File: config.mk
export PLATFORM = sky130hd
export DESIGN_NAME = write_sweep_sequencer
export DESIGN_NICKNAME = d
export VERILOG_FILES = /design/src/rtl/write_sweep_sequencer.sv
export SDC_FILE = /design/constraint.sdc
export NUM_CORES = 1
export LEC_CHECK = 0
export BUFFER_PORTS_ARGS = -buffer_cell sky130_fd_sc_hd__buf_4
export CELL_PAD_IN_SITES_DETAIL_PLACEMENT = 0
export CELL_PAD_IN_SITES_GLOBAL_PLACEMENT = 1
export CORE_UTILIZATION = 43
export CTS_CLUSTER_SIZE = 14
export DETAILED_ROUTE_END_ITERATION = 12
export MAX_ROUTING_LAYER = met4
export PLACE_DENSITY = 0.82
export SYNTH_ARGS = -nofsm -noshare
export SYNTH_HDL_FRONTEND = slang
export SYNTH_SLANG_ARGS = --single-unit
File: constraint.sdc
create_clock -name clk_in -period 2.3 [get_ports clk_in]
set_input_delay 0.115 -clock clk_in [delete_from_list [all_inputs] [get_ports clk_in]]
set_output_delay 0.115 -clock clk_in [all_outputs]
set_load 0.01 [all_outputs]
File: src/rtl/write_sweep_sequencer.sv
// Write-sweep sequencer: walks an SRAM address range and hands one address/data
// pair per word to the write-cycle stage, waiting for its writing flag to rise and fall.
//
// state   | meaning
// --------+-------------------------------------------------------------
// IDLE    | waiting for start_in; outputs parked at 0x1FF/0xFF
// ISSUE   | register address/data and pulse start_out
// WAIT_HI | waiting for writing_in to rise, with timeout
// WAIT_LO | waiting for writing_in to fall; word counted on the fall
// NEXT    | end of range or abort -> DONE, else advance address/LFSR
// DONE    | pulse done, drop busy, park outputs
module write_sweep_sequencer #(
    parameter int TIMEOUT = 15
) (
    input  logic       clk_in,
    input  logic       reset_in,
    input  logic       start_in,
    input  logic       abort_in,
    input  logic [8:0] addr_first,
    input  logic [8:0] addr_last,
    input  logic [1:0] pattern_sel,
    input  logic [7:0] seed,
    input  logic       writing_in,
    output logic       start_out,
    output logic [8:0] a_out,
    output logic [7:0] d_out,
    output logic       busy,
    output logic       done,
    output logic       error,
    output logic [9:0] count_out
);

    localparam logic [7:0] TMO = TIMEOUT[7:0];

    typedef enum logic [2:0] {
        S_IDLE,
        S_ISSUE,
        S_WAIT_HI,
        S_WAIT_LO,
        S_NEXT,
        S_DONE
    } state_t;

    state_t     state_q, state_d;
    logic [8:0] addr_q, addr_d;
    logic [8:0] last_q, last_d;
    logic [1:0] pat_q, pat_d;
    logic [7:0] seed_q, seed_d;
    logic [7:0] lfsr_q, lfsr_d;
    logic [7:0] tmo_q, tmo_d;
    logic [9:0] cnt_q, cnt_d;
    logic       abort_q, abort_d;
    logic       error_q, error_d;
    logic       busy_q, busy_d;
    logic       done_q, done_d;
    logic       start_q, start_d;
    logic [8:0] a_q, a_d;
    logic [7:0] d_q, d_d;

    logic [7:0] pat_data;
    logic [7:0] lfsr_next;

    // Fibonacci LFSR, taps 8,6,5,4, shifting toward the MSB
    assign lfsr_next = {lfsr_q[6:0], lfsr_q[7] ^ lfsr_q[5] ^ lfsr_q[4] ^ lfsr_q[3]};

    always_comb begin
        pat_data = seed_q;
        case (pat_q)
            2'd0: pat_data = seed_q;
            2'd1: pat_data = addr_q[7:0] ^ seed_q;
            2'd2: pat_data = addr_q[0] ? ~seed_q : seed_q;
            2'd3: pat_data = lfsr_q;
            default: pat_data = seed_q;
        endcase
    end

    always_ff @(posedge clk_in or posedge reset_in) begin
        if (reset_in) begin
            state_q <= S_IDLE;
            addr_q  <= '0;
            last_q  <= '0;
            pat_q   <= '0;
            seed_q  <= '0;
            lfsr_q  <= 8'h01;
            tmo_q   <= '0;
            cnt_q   <= '0;
            abort_q <= 1'b0;
            error_q <= 1'b0;
            busy_q  <= 1'b0;
            done_q  <= 1'b0;
            start_q <= 1'b0;
            a_q     <= 9'h1FF;
            d_q     <= 8'hFF;
        end else begin
            state_q <= state_d;
            addr_q  <= addr_d;
            last_q  <= last_d;
            pat_q   <= pat_d;
            seed_q  <= seed_d;
            lfsr_q  <= lfsr_d;
            tmo_q   <= tmo_d;
            cnt_q   <= cnt_d;
            abort_q <= abort_d;
            error_q <= error_d;
            busy_q  <= busy_d;
            done_q  <= done_d;
            start_q <= start_d;
            a_q     <= a_d;
            d_q     <= d_d;
        end
    end

    always_comb begin
        state_d = state_q;
        addr_d  = addr_q;
        last_d  = last_q;
        pat_d   = pat_q;
        seed_d  = seed_q;
        lfsr_d  = lfsr_q;
        tmo_d   = tmo_q;
        cnt_d   = cnt_q;
        abort_d = abort_q;
        error_d = error_q;
        busy_d  = busy_q;
        done_d  = 1'b0;
        start_d = 1'b0;
        a_d     = a_q;
        d_d     = d_q;

        // Abort is only remembered here; it is acted on in NEXT so a write is never cut short
        if (busy_q && abort_in) begin
            abort_d = 1'b1;
        end

        case (state_q)
            S_IDLE: begin
                if (start_in) begin
                    addr_d  = addr_first;
                    last_d  = addr_last;
                    pat_d   = pattern_sel;
                    seed_d  = seed;
                    cnt_d   = '0;
                    error_d = 1'b0;
                    abort_d = 1'b0;
                    busy_d  = 1'b1;
                    if (pattern_sel == 2'd3) begin
                        lfsr_d = (seed == 8'h00) ? 8'h01 : seed;
                    end
                    state_d = S_ISSUE;
                end
            end
            S_ISSUE: begin
                a_d     = addr_q;
                d_d     = pat_data;
                start_d = 1'b1;
                tmo_d   = '0;
                state_d = S_WAIT_HI;
            end
            S_WAIT_HI: begin
                if (writing_in) begin
                    state_d = S_WAIT_LO;
                end else if (tmo_q == TMO) begin
                    error_d = 1'b1;
                    state_d = S_DONE;
                end else begin
                    tmo_d = tmo_q + 8'd1;
                end
            end
            S_WAIT_LO: begin
                if (!writing_in) begin
                    cnt_d   = cnt_q + 10'd1;
                    state_d = S_NEXT;
                end
            end
            S_NEXT: begin
                if (addr_q == last_q || abort_q || abort_in) begin
                    state_d = S_DONE;
                end else begin
                    addr_d = addr_q + 9'd1;
                    if (pat_q == 2'd3) begin
                        lfsr_d = lfsr_next;
                    end
                    state_d = S_ISSUE;
                end
            end
            S_DONE: begin
                done_d  = 1'b1;
                busy_d  = 1'b0;
                abort_d = 1'b0;
                a_d     = 9'h1FF;
                d_d     = 8'hFF;
                state_d = S_IDLE;
            end
            default: begin
                state_d = S_IDLE;
            end
        endcase
    end

    assign start_out = start_q;
    assign a_out     = a_q;
    assign d_out     = d_q;
    assign busy      = busy_q;
    assign done      = done_q;
    assign error     = error_q;
    assign count_out = cnt_q;

endmodule

==> out/metrics.csv, run 1 <==
metric,value,unit
Hold Fails Final Rpt,0,
Post-Route WL,10600,µm
global-route wire length before repair,17800,µm
synth unique cells,50,
First DRT Iteration DRCs,174,
Max Fanout on Critical Path,6,
Pwr Total,6.55,mW
Reg-to-Reg Start,tmo_q[1],
initial antenna violation count,0,
Syn-to-layout area delta,27.3,%
Clock Path Buffers,2,
DR pass1 iterations,4,
"Core Util, Final",56.8,%
post-DR wirelength/cell,15.0,µm
Cells after Synth,484,
root buf cell,clkbuf_8,
die width,100,µm
ant diodes,0,
PwrDens,1240,mW/mm²
Synth Flop Type,dfrtp_1,
crit path launch type,register,
Mapped Nets,520,
CTS Buf Count,9,
worst slew pin tran,0.568,ns
hold endpoint,state_q[0],
fraction of registers with async set/reset,100,%
worst skew pair latency,0.36,ns
H-tree depth,3,
die span in y,100,µm
max cap viols,0,
synthesized area,0.00414,mm²
DRC errors left,0,
total I/O pin count,64,
clk sink count,79,
vias in the first global route,3582,
largest cells by area after synthesis,"dfrtp_1, dfstp_2, nand2_1",
layout cells sized above 1,22.0,%
gpl congestion,0.863,
Row Count,35,
setup TNS,0,ns
post-route minimum period,2.20,ns
pre-CTS setup slack,0.0919,ns
CP Class,register to register,
Worst-path clk slew,0.09,ns
Overall Global Routing Usage,23.4,%
Hold Path Class,input pin to register,
Tcrit/Tclk final,95.7,%
most common cell in the netlist,nand2_1,
YS warnings,0,
total grt overflow,0,
Antenna Nets Post-Route,0,
Syn Area/Cell,8.56,µm²
leading area contributor after synthesis,dfrtp_1,
post-synthesis sequential area ratio,48.3,%
buffers added on ports,63,
Initial Utilization,44.6,%
worst endpoint required time,2.59,ns
Slew HR,61.8,%
nets,608,
largest net degree at the start of global routing,43,
average vias per placed instance,5.22,
CP arrival,2.49,ns
hold path startpoint,start_in,
Worst Hold Depth,3,
outcome,finished clean,
Post-synth EDFFs,0,
commonest cells in the netlist,"nand2_1, dfrtp_1, nor2_1, o21ai_0, clkbuf_1",
reg2reg end,tmo_q[5],
Final Non-Filler Cells,706,
full die area,0.0100,mm²
RSZ-0062 raised after global routing,false,
Core ar.,0.00928,mm²
Setup Skew,0.0152,ns
via count,3687,
max frequency,454,MHz
"FF+latch count, synth",79,
TritonCTS clock tree,built,
Pins Over Slew Limit,0,
DP HPWL,7320,µm
Critical Path End Type,register,
r2r setup slk,0.1,ns
endpoints failing setup,0,
Reg2Reg Depth,7,
Yosys top cell area share,36.9,%
Max VDD drop,0.452,mV
LEAKAGE,2.37,nW
PnR worst setup slack,0.0992,ns
Inst Count DP,666,
## power by group
group	internal [mW]	total [mW]	switching [mW]	leakage, nW
Combinational	1.31	2.87	1.57	1.31
Sequential	2.04	2.59	0.545	0.962
Clock	0.564	1.09	0.521	0.0988
## layout make-up
cell class / count / area, µm²
inverters: 7 / 26.3
clock buffers: 12 / 155
flip-flops and latches: 79 / 2000
multi-input cells: 367 / 2000
well taps: 129 / 161
repair buffers: 108 / 878
fillers: 898 / 4010
clock inverters: 4 / 53.8
## state kept, by name, summed over array words and instances (netlist names), 2 cells and up
register,count
addr_q,9
count_out,10
state_q,3
seed_q,8
pat_q,2
tmo_q,8
last_q,9
a_out,9
d_out,8
lfsr_q,8
## per-stage QoR
step / area, µm² / hold slack (ns)
2_1_floorplan: 4140 / 0.220
3_3_place_gp: 4820 / 0.170
3_5_place_dp: 4820 / 0.179
4_1_cts: 5250 / 0.00196
5_1_grt: 5270 / 0.000740
6_report: 5270 / 0.0174
## repair_timing
item / in CTS / in global routing
endpoints found under the setup margin: 0 / 3
resized for setup: 0 / 3
hold buffers: 22 / 0
endpoints found under the hold margin: 40 / 0
buffers inserted: 0 / 2
## metal layers
metal | up-vias | wire length (µm) | global-route usage (%)
met2 | 95 | 4930 | 35.9
met5 | - | 0 | -
met3 | 10 | 460 | 4.94
met1 | 1734 | 5100 | 31.6
met4 | 0 | 114 | 6.02
li1 | 1848 | - | -
## how the worst max path moves through the flow
stage	slack [ns]	start	depth (start not counted)	endpoint
6_report	0.1	tmo_q[1]	7	tmo_q[5]
5_1_grt	0.02	tmo_q[1]	7	tmo_q[5]
4_1_cts	0.08	tmo_q[0]	6	tmo_q[7]
3_5_place_dp	0.09	tmo_q[0]	6	tmo_q[7]
3_3_place_gp	0.14	tmo_q[0]	6	tmo_q[7]
2_1_floorplan	0.15	tmo_q[0]	6	tmo_q[7]
## critical path: stages, from the launching register on
cell      delay, ns
dfrtp_1        0.41
ha_2           0.21
and3_1         0.21
a2111o_1       0.47
a21o_1         0.19
buf_4          0.15
or3_1          0.36
a21oi_2        0.14
## kinds of logic (layout without fill, tap and decap cells)
logic type,count (synthesis),after routing,synth area share (%)
and+or+nand+nor,235,235,25.1
AOI/OAI and AO/OA,100,100,15.3
DFF,79,79,48.3
buffers and inverters,38,131,3.72
xor gates and xnor gates,19,19,4.02
muxes,10,10,2.66
adders and majority gates,3,3,0.906
## layout by cell type, fill, tap and decap left out, types with 6 or more instances in the layout
| cell | count |
|---|---|
| nand2_1 | 119 |
| buf_4 | 85 |
| dfrtp_1 | 61 |
| nor2_1 | 53 |
| o21ai_0 | 24 |
| dlygate4sd3_1 | 22 |
| a21oi_1 | 19 |
| dfstp_2 | 18 |
| xnor2_1 | 14 |
| nand3_1 | 13 |
| a31oi_1 | 11 |
| a211oi_1 | 11 |
| clkbuf_8 | 11 |
| nand4_1 | 8 |
| mux2_1 | 8 |
| o21ai_1 | 7 |
| nor3_1 | 7 |
| or3_1 | 6 |
Power figures use the tool's default switching activity.
==> run 2, diff against run 1 <==
--- a/config.mk
+++ b/config.mk
@@ -14,3 +14,3 @@
 export MAX_ROUTING_LAYER = met4
-export PLACE_DENSITY = 0.82
+export PLACE_DENSITY_LB_ADDON = 0.2
 export SYNTH_ARGS = -nofsm -noshare
==> constraint.sdc (replaced) <==
create_clock -name clk_in -period 2.3 [get_ports clk_in]
set_input_delay 0.345 -clock clk_in [delete_from_list [all_inputs] [get_ports clk_in]]
set_output_delay 0.345 -clock clk_in [all_outputs]
set_load 0.01 [all_outputs]
==> run 2 against run 1 <==
Net effect:
- sequential power down 2%
- largest cell class is now multi-input gates
- highest routed layer unchanged
- largest power group unchanged
- power down 0.80%
- clock power down 4%
- cell area down 3.8%
==> out/metrics.csv, run 2 (synthesis results as in run 1) <==
metric,value,unit,change
Row Count,35,,unchanged
Worst-path clk slew,0.08,ns,about the same
"commonest cells after routing, fill and taps aside","nand2_1, buf_4, dfrtp_1, nor2_1, o21ai_0",,
"Core Util, Final",54.6,%,-2.2 points
worst endpoint required time,2.59,ns,about the same
r2r setup slk,0.09,ns,about the same
CP arrival,2.50,ns,about the same
vias in the first global route,3384,,-5.5%
Pins Over Slew Limit,0,,unchanged
DR pass1 iterations,4,,unchanged
initial antenna violation count,0,,unchanged
TritonCTS clock tree,built,,
post-DR wirelength/cell,14.8,µm,-1.2%
Overall Global Routing Usage,22.3,%,-1.0 points
nets,589,,-3.1%
crit path launch type,register,,
ant diodes,0,,unchanged
setup TNS,0,ns,unchanged
DRC errors left,0,,unchanged
max frequency,452,MHz,-0.58%
reg2reg end,tmo_q[7],,
endpoints failing setup,0,,unchanged
layout cells sized above 1,23.5,%,+1.5 points
post-route minimum period,2.21,ns,+0.0129 ns
DP HPWL,7430,µm,+1.6%
Critical Path End Type,register,,
Hold Fails Final Rpt,0,,unchanged
Largest register FFs,10,,unchanged
full die area,0.0100,mm²,unchanged
largest net degree at the start of global routing,35,,-19%
die width,100,µm,unchanged
via count,3595,,-2.5%
Initial Utilization,44.6,%,unchanged
Core ar.,0.00928,mm²,unchanged
average vias per placed instance,5.23,,+0.20%
CP Class,register to register,,
Hold Path Class,input pin to async pin,,
H-tree depth,3,,unchanged
Max VDD drop,0.544,mV,+20%
worst slew pin tran,0.705,ns,+0.137 ns
CTS Buf Count,9,,unchanged
Max Fanout on Critical Path,4,,-2
Inst Count DP,670,,+0.60%
gpl congestion,0.871,,+0.87%
root buf cell,clkbuf_8,,
Syn-to-layout area delta,22.5,%,
Final Non-Filler Cells,687,,-2.7%
total grt overflow,0,,unchanged
Setup Skew,0.00805,ns,-0.00720 ns
outcome,finished clean,,
final hold slack,0.0982,ns,+0.0808 ns
Pwr Total,6.50,mW,-0.80%
die span in y,100,µm,unchanged
Tcrit/Tclk final,96.2,%,+0.56 points
max cap viols,0,,unchanged
First DRT Iteration DRCs,143,,-18%
clk sink count,79,,unchanged
Reg-to-Reg Start,tmo_q[1],,
Post-Route WL,10200,µm,-3.9%
"Hold-fix buffers, CTS",0,,-100%
LEAKAGE,2.28,nW,-3.8%
buffers added on ports,63,,unchanged
worst skew pair latency,0.35,ns,about the same
PwrDens,1280,mW/mm²,+3.1%
Reg2Reg Depth,6,,-1
Clock Path Buffers,2,,unchanged
Antenna Nets Post-Route,0,,unchanged
global-route wire length before repair,16900,µm,-5.0%
"commonest non-fill, non-tap cell in the layout",nand2_1,,
Slew HR,52.9,%,-8.9 points
total I/O pin count,64,,unchanged
run 2: cell type report:
type	count	area, µm²
Clock buffer	11	141
Clock inverter	5	57.6
Fill cell	883	4210
Inverter	7	30.0
Multi-Input combinational cell	367	2000
Sequential cell	79	2000
Tap cell	129	161
Timing Repair Buffer	89	681
run 2: per-stage QoR:
step                      cell area (µm²)  setup slack [ns]
after CTS                            5050            0.0303
after detailed placement             4850            0.0774
after floorplan                      4150             0.147
after global placement               4850             0.139
final                                5070            0.0863
after global routing                 5070       -0.00000933
run 2: where the power goes:
part	total [mW]	internal (mW)	switching, mW	leakage, nW
logic	2.91	1.30	1.61	1.23
clock network	1.05	0.530	0.522	0.0916
registers	2.53	2.04	0.486	0.962
run 2: what timing repair did:
| item | in CTS | in global routing |
|---|---|---|
| buffers inserted | 0 | 1 |
| gates resized for setup | 0 | 3 |
| endpoints found under the hold margin | 0 | 0 |
| setup endpoints to repair | 0 | 2 |
run 2: worst max-delay path, stage by stage (launching register included):
cell and delay, ns:
dfrtp_1 0.40, ha_2 0.21, and3_4 0.19, a2111o_1 0.46
a21o_1 0.21, or4_1 0.52, a21oi_2 0.15
run 2: worst max path at each step:
stage / start / end / slack [ns] / depth (start not counted)
after CTS: tmo_q[0] / tmo_q[7] / 0.03 / 6
after detailed placement: tmo_q[0] / tmo_q[7] / 0.08 / 6
after floorplan: tmo_q[0] / tmo_q[7] / 0.15 / 6
after global placement: tmo_q[0] / tmo_q[7] / 0.14 / 6
final: tmo_q[1] / tmo_q[7] / 0.09 / 6
after global routing: tmo_q[1] / tmo_q[7] / -0.000009 / 6
run 2: per-layer routing:
layer / share of wire (%) / wire length, µm / up-vias / GRT usage [%]
li1: - / - / 1817 / -
met1: 48 / 4860 / 1674 / 31.2
met2: 45 / 4630 / 93 / 33.5
met3: 5.6 / 573 / 11 / 3.27
met4: 1.3 / 135 / 0 / 7.36
met5: 0 / 0 / - / -
==> run 3, diff against run 2 <==
- PLACE_DENSITY: default -> 0.85
- PLACE_DENSITY_LB_ADDON: 0.2 -> default
==> run 3 against run 2 <==
Net effect:
- wire length is 0.64% lower
- sequential share of layout area is 0.097 points higher
- die area stayed put
- cell area is 0.25% lower
- critical path depth is 1 higher
- first-iteration DRC count is 17% higher
- clock power hardly changed
- via count is 0.61% higher
- non-clock buffer count is 2 lower
- worst hold slack worse by 0.037 ns
- clock skew is 0.0012 ns higher
- cell count is 0.29% lower
==> out/metrics.csv, run 3 (synthesis results as in run 1) <==
metric,value,unit,change
outcome,finished clean,,
Max VDD drop,0.521,mV,-4.4%
vias in the first global route,3487,,+3.0%
Largest register FFs,10,,unchanged
CP Class,register to register,,
area of the multi-input gates,0.00201,mm²,+0.19%
die width,100,µm,unchanged
global routing's busiest layer,met2,,
CTS Buf Count,9,,unchanged
Global Route met2 Usage,34.4,%,+0.90 points
Initial Utilization,44.6,%,unchanged
CP arrival,2.54,ns,+0.04 ns
worst endpoint required time,2.57,ns,-0.02 ns
Register Area,0.00200,mm²,unchanged
final hold slack,0.0614,ns,-0.0368 ns
largest net degree at the start of global routing,35,,unchanged
Hold Fails Final Rpt,0,,unchanged
Slew HR,60.8,%,+7.9 points
Antenna Nets Post-Route,0,,unchanged
root buf cell,clkbuf_8,,
Syn-to-layout area delta,22.2,%,
Pins Over Slew Limit,0,,unchanged
Hold Path Class,input pin to async pin,,
Fill cells,920,,+4.2%
layout cells sized above 1,23.6,%,+0.084 points
average vias per placed instance,5.28,,+0.91%
Max Fanout on Critical Path,6,,+2
Worst-path clk slew,0.09,ns,about the same
post-route minimum period,2.26,ns,+0.0497 ns
Clock Path Buffers,2,,unchanged
"commonest non-fill, non-tap cell in the layout",nand2_1,,
gpl congestion,0.859,,-1.3%
crit path launch type,register,,
clk sink count,79,,unchanged
critical path depth in cells,7,,+1
GR Layer Usage met1,30.1,%,-1.1 points
LEAKAGE,2.28,nW,about the same
Core ar.,0.00928,mm²,unchanged
global-route wire length before repair,16900,µm,+0.20%
Row Count,35,,unchanged
critical path's slowest cell,a2111o_1,,
WP buf/inv,1,,+1
ant diodes,0,,unchanged
DR pass1 iterations,5,,+1
First DRT Iteration DRCs,168,,+17%
endpoints failing setup,0,,unchanged
max frequency,442,MHz,-2.2%
H-tree depth,3,,unchanged
worst path cell trace,ha_2 -> and3_1 -> a2111o_1 -> a21o_1 -> buf_4 -> or3_1 -> a21oi_2,,
DRC errors left,0,,unchanged
Tcrit/Tclk final,98.4,%,+2.2 points
buffers added on ports,63,,unchanged
PwrDens,1280,mW/mm²,+0.13%
total I/O pin count,64,,unchanged
Final Non-Filler Cells,685,,-0.29%
post-DR wirelength/cell,14.8,µm,-0.35%
initial antenna violation count,0,,unchanged
nets,587,,-0.34%
Setup Skew,0.00929,ns,+0.00124 ns
max cap viols,0,,unchanged
worst slew pin tran,0.586,ns,-0.119 ns
worst skew pair latency,0.34,ns,about the same
die span in y,100,µm,unchanged
setup TNS,0,ns,unchanged
full die area,0.0100,mm²,unchanged
total grt overflow,0,,unchanged
TritonCTS clock tree,built,,
Post-Route WL,10100,µm,-0.64%
"CP delay by family, top",compound AO/OA/AOI/OAI gates,,
Overall Global Routing Usage,22.3,%,-0.072 points
"commonest cells after routing, fill and taps aside","nand2_1, buf_4, dfrtp_1, nor2_1, o21ai_0",,
"Core Util, Final",54.5,%,-0.13 points
largest stage delay on the critical path,0.47,ns,-0.05 ns
Critical Path End Type,register,,
"Hold-fix buffers, CTS",0,,unchanged
Inst Count DP,667,,-0.45%
Reg2Reg Depth,7,,+1
via count,3617,,+0.61%
grt met3 use,3.48,%,+0.21 points
DP HPWL,7340,µm,-1.3%
[run 3: metal layers]
metal	vias to the layer above	share of wire (%)
met2	98	47
met5	-	0
met3	11	3.8
met4	0	1.3
li1	1807	-
met1	1701	48
[run 3: what timing repair did]
action                                  CTS  global route
buffers inserted                          0             2
gates resized for setup                   0             5
endpoints found under the setup margin    0             3
[run 3: area by class of cell]
cell class	instances	area share, %
clock buffer	10	2.72
clock inverter	6	1.19
inverter	7	0.593
multi-input combinational	367	39.6
sequential	79	39.5
tap	129	3.19
timing repair buffer	87	13.2
[run 3: stage by stage]
| step | worst slack (ns) | area, µm² | power, mW |
|---|---|---|---|
| 2_1_floorplan | 0.147 | 4150 | 4.43 |
| 3_3_place_gp | 0.140 | 4830 | 5.37 |
| 3_5_place_dp | 0.0394 | 4830 | 5.45 |
| 4_1_cts | 0.0113 | 5030 | 6.49 |
| 5_1_grt | -0.0577 | 5060 | 7.05 |
| 6_report | 0.0366 | 5060 | 6.49 |
[run 3: path summary, 6_finish.rpt]
check | start | endpoint | slack (ns)
min in group clk_in | addr_last[5] | last_q[5] | 0.19
max reg2reg | tmo_q[0] | tmo_q[5] | 0.04
max in group asynchronous | reset_in | d_out[2] | 1.51
min | reset_in | last_q[7] | 0.06
max | tmo_q[0] | tmo_q[5] | 0.04
min reg2reg | count_out[9] | count_out[9] | 0.50
[run 3: power breakdown]
group | internal, mW | leakage (nW) | switching (mW)
Combinational | 1.30 | 1.22 | 1.59
Sequential | 2.04 | 0.962 | 0.524
Clock | 0.526 | 0.0981 | 0.514
Total | 3.87 | 2.28 | 2.62
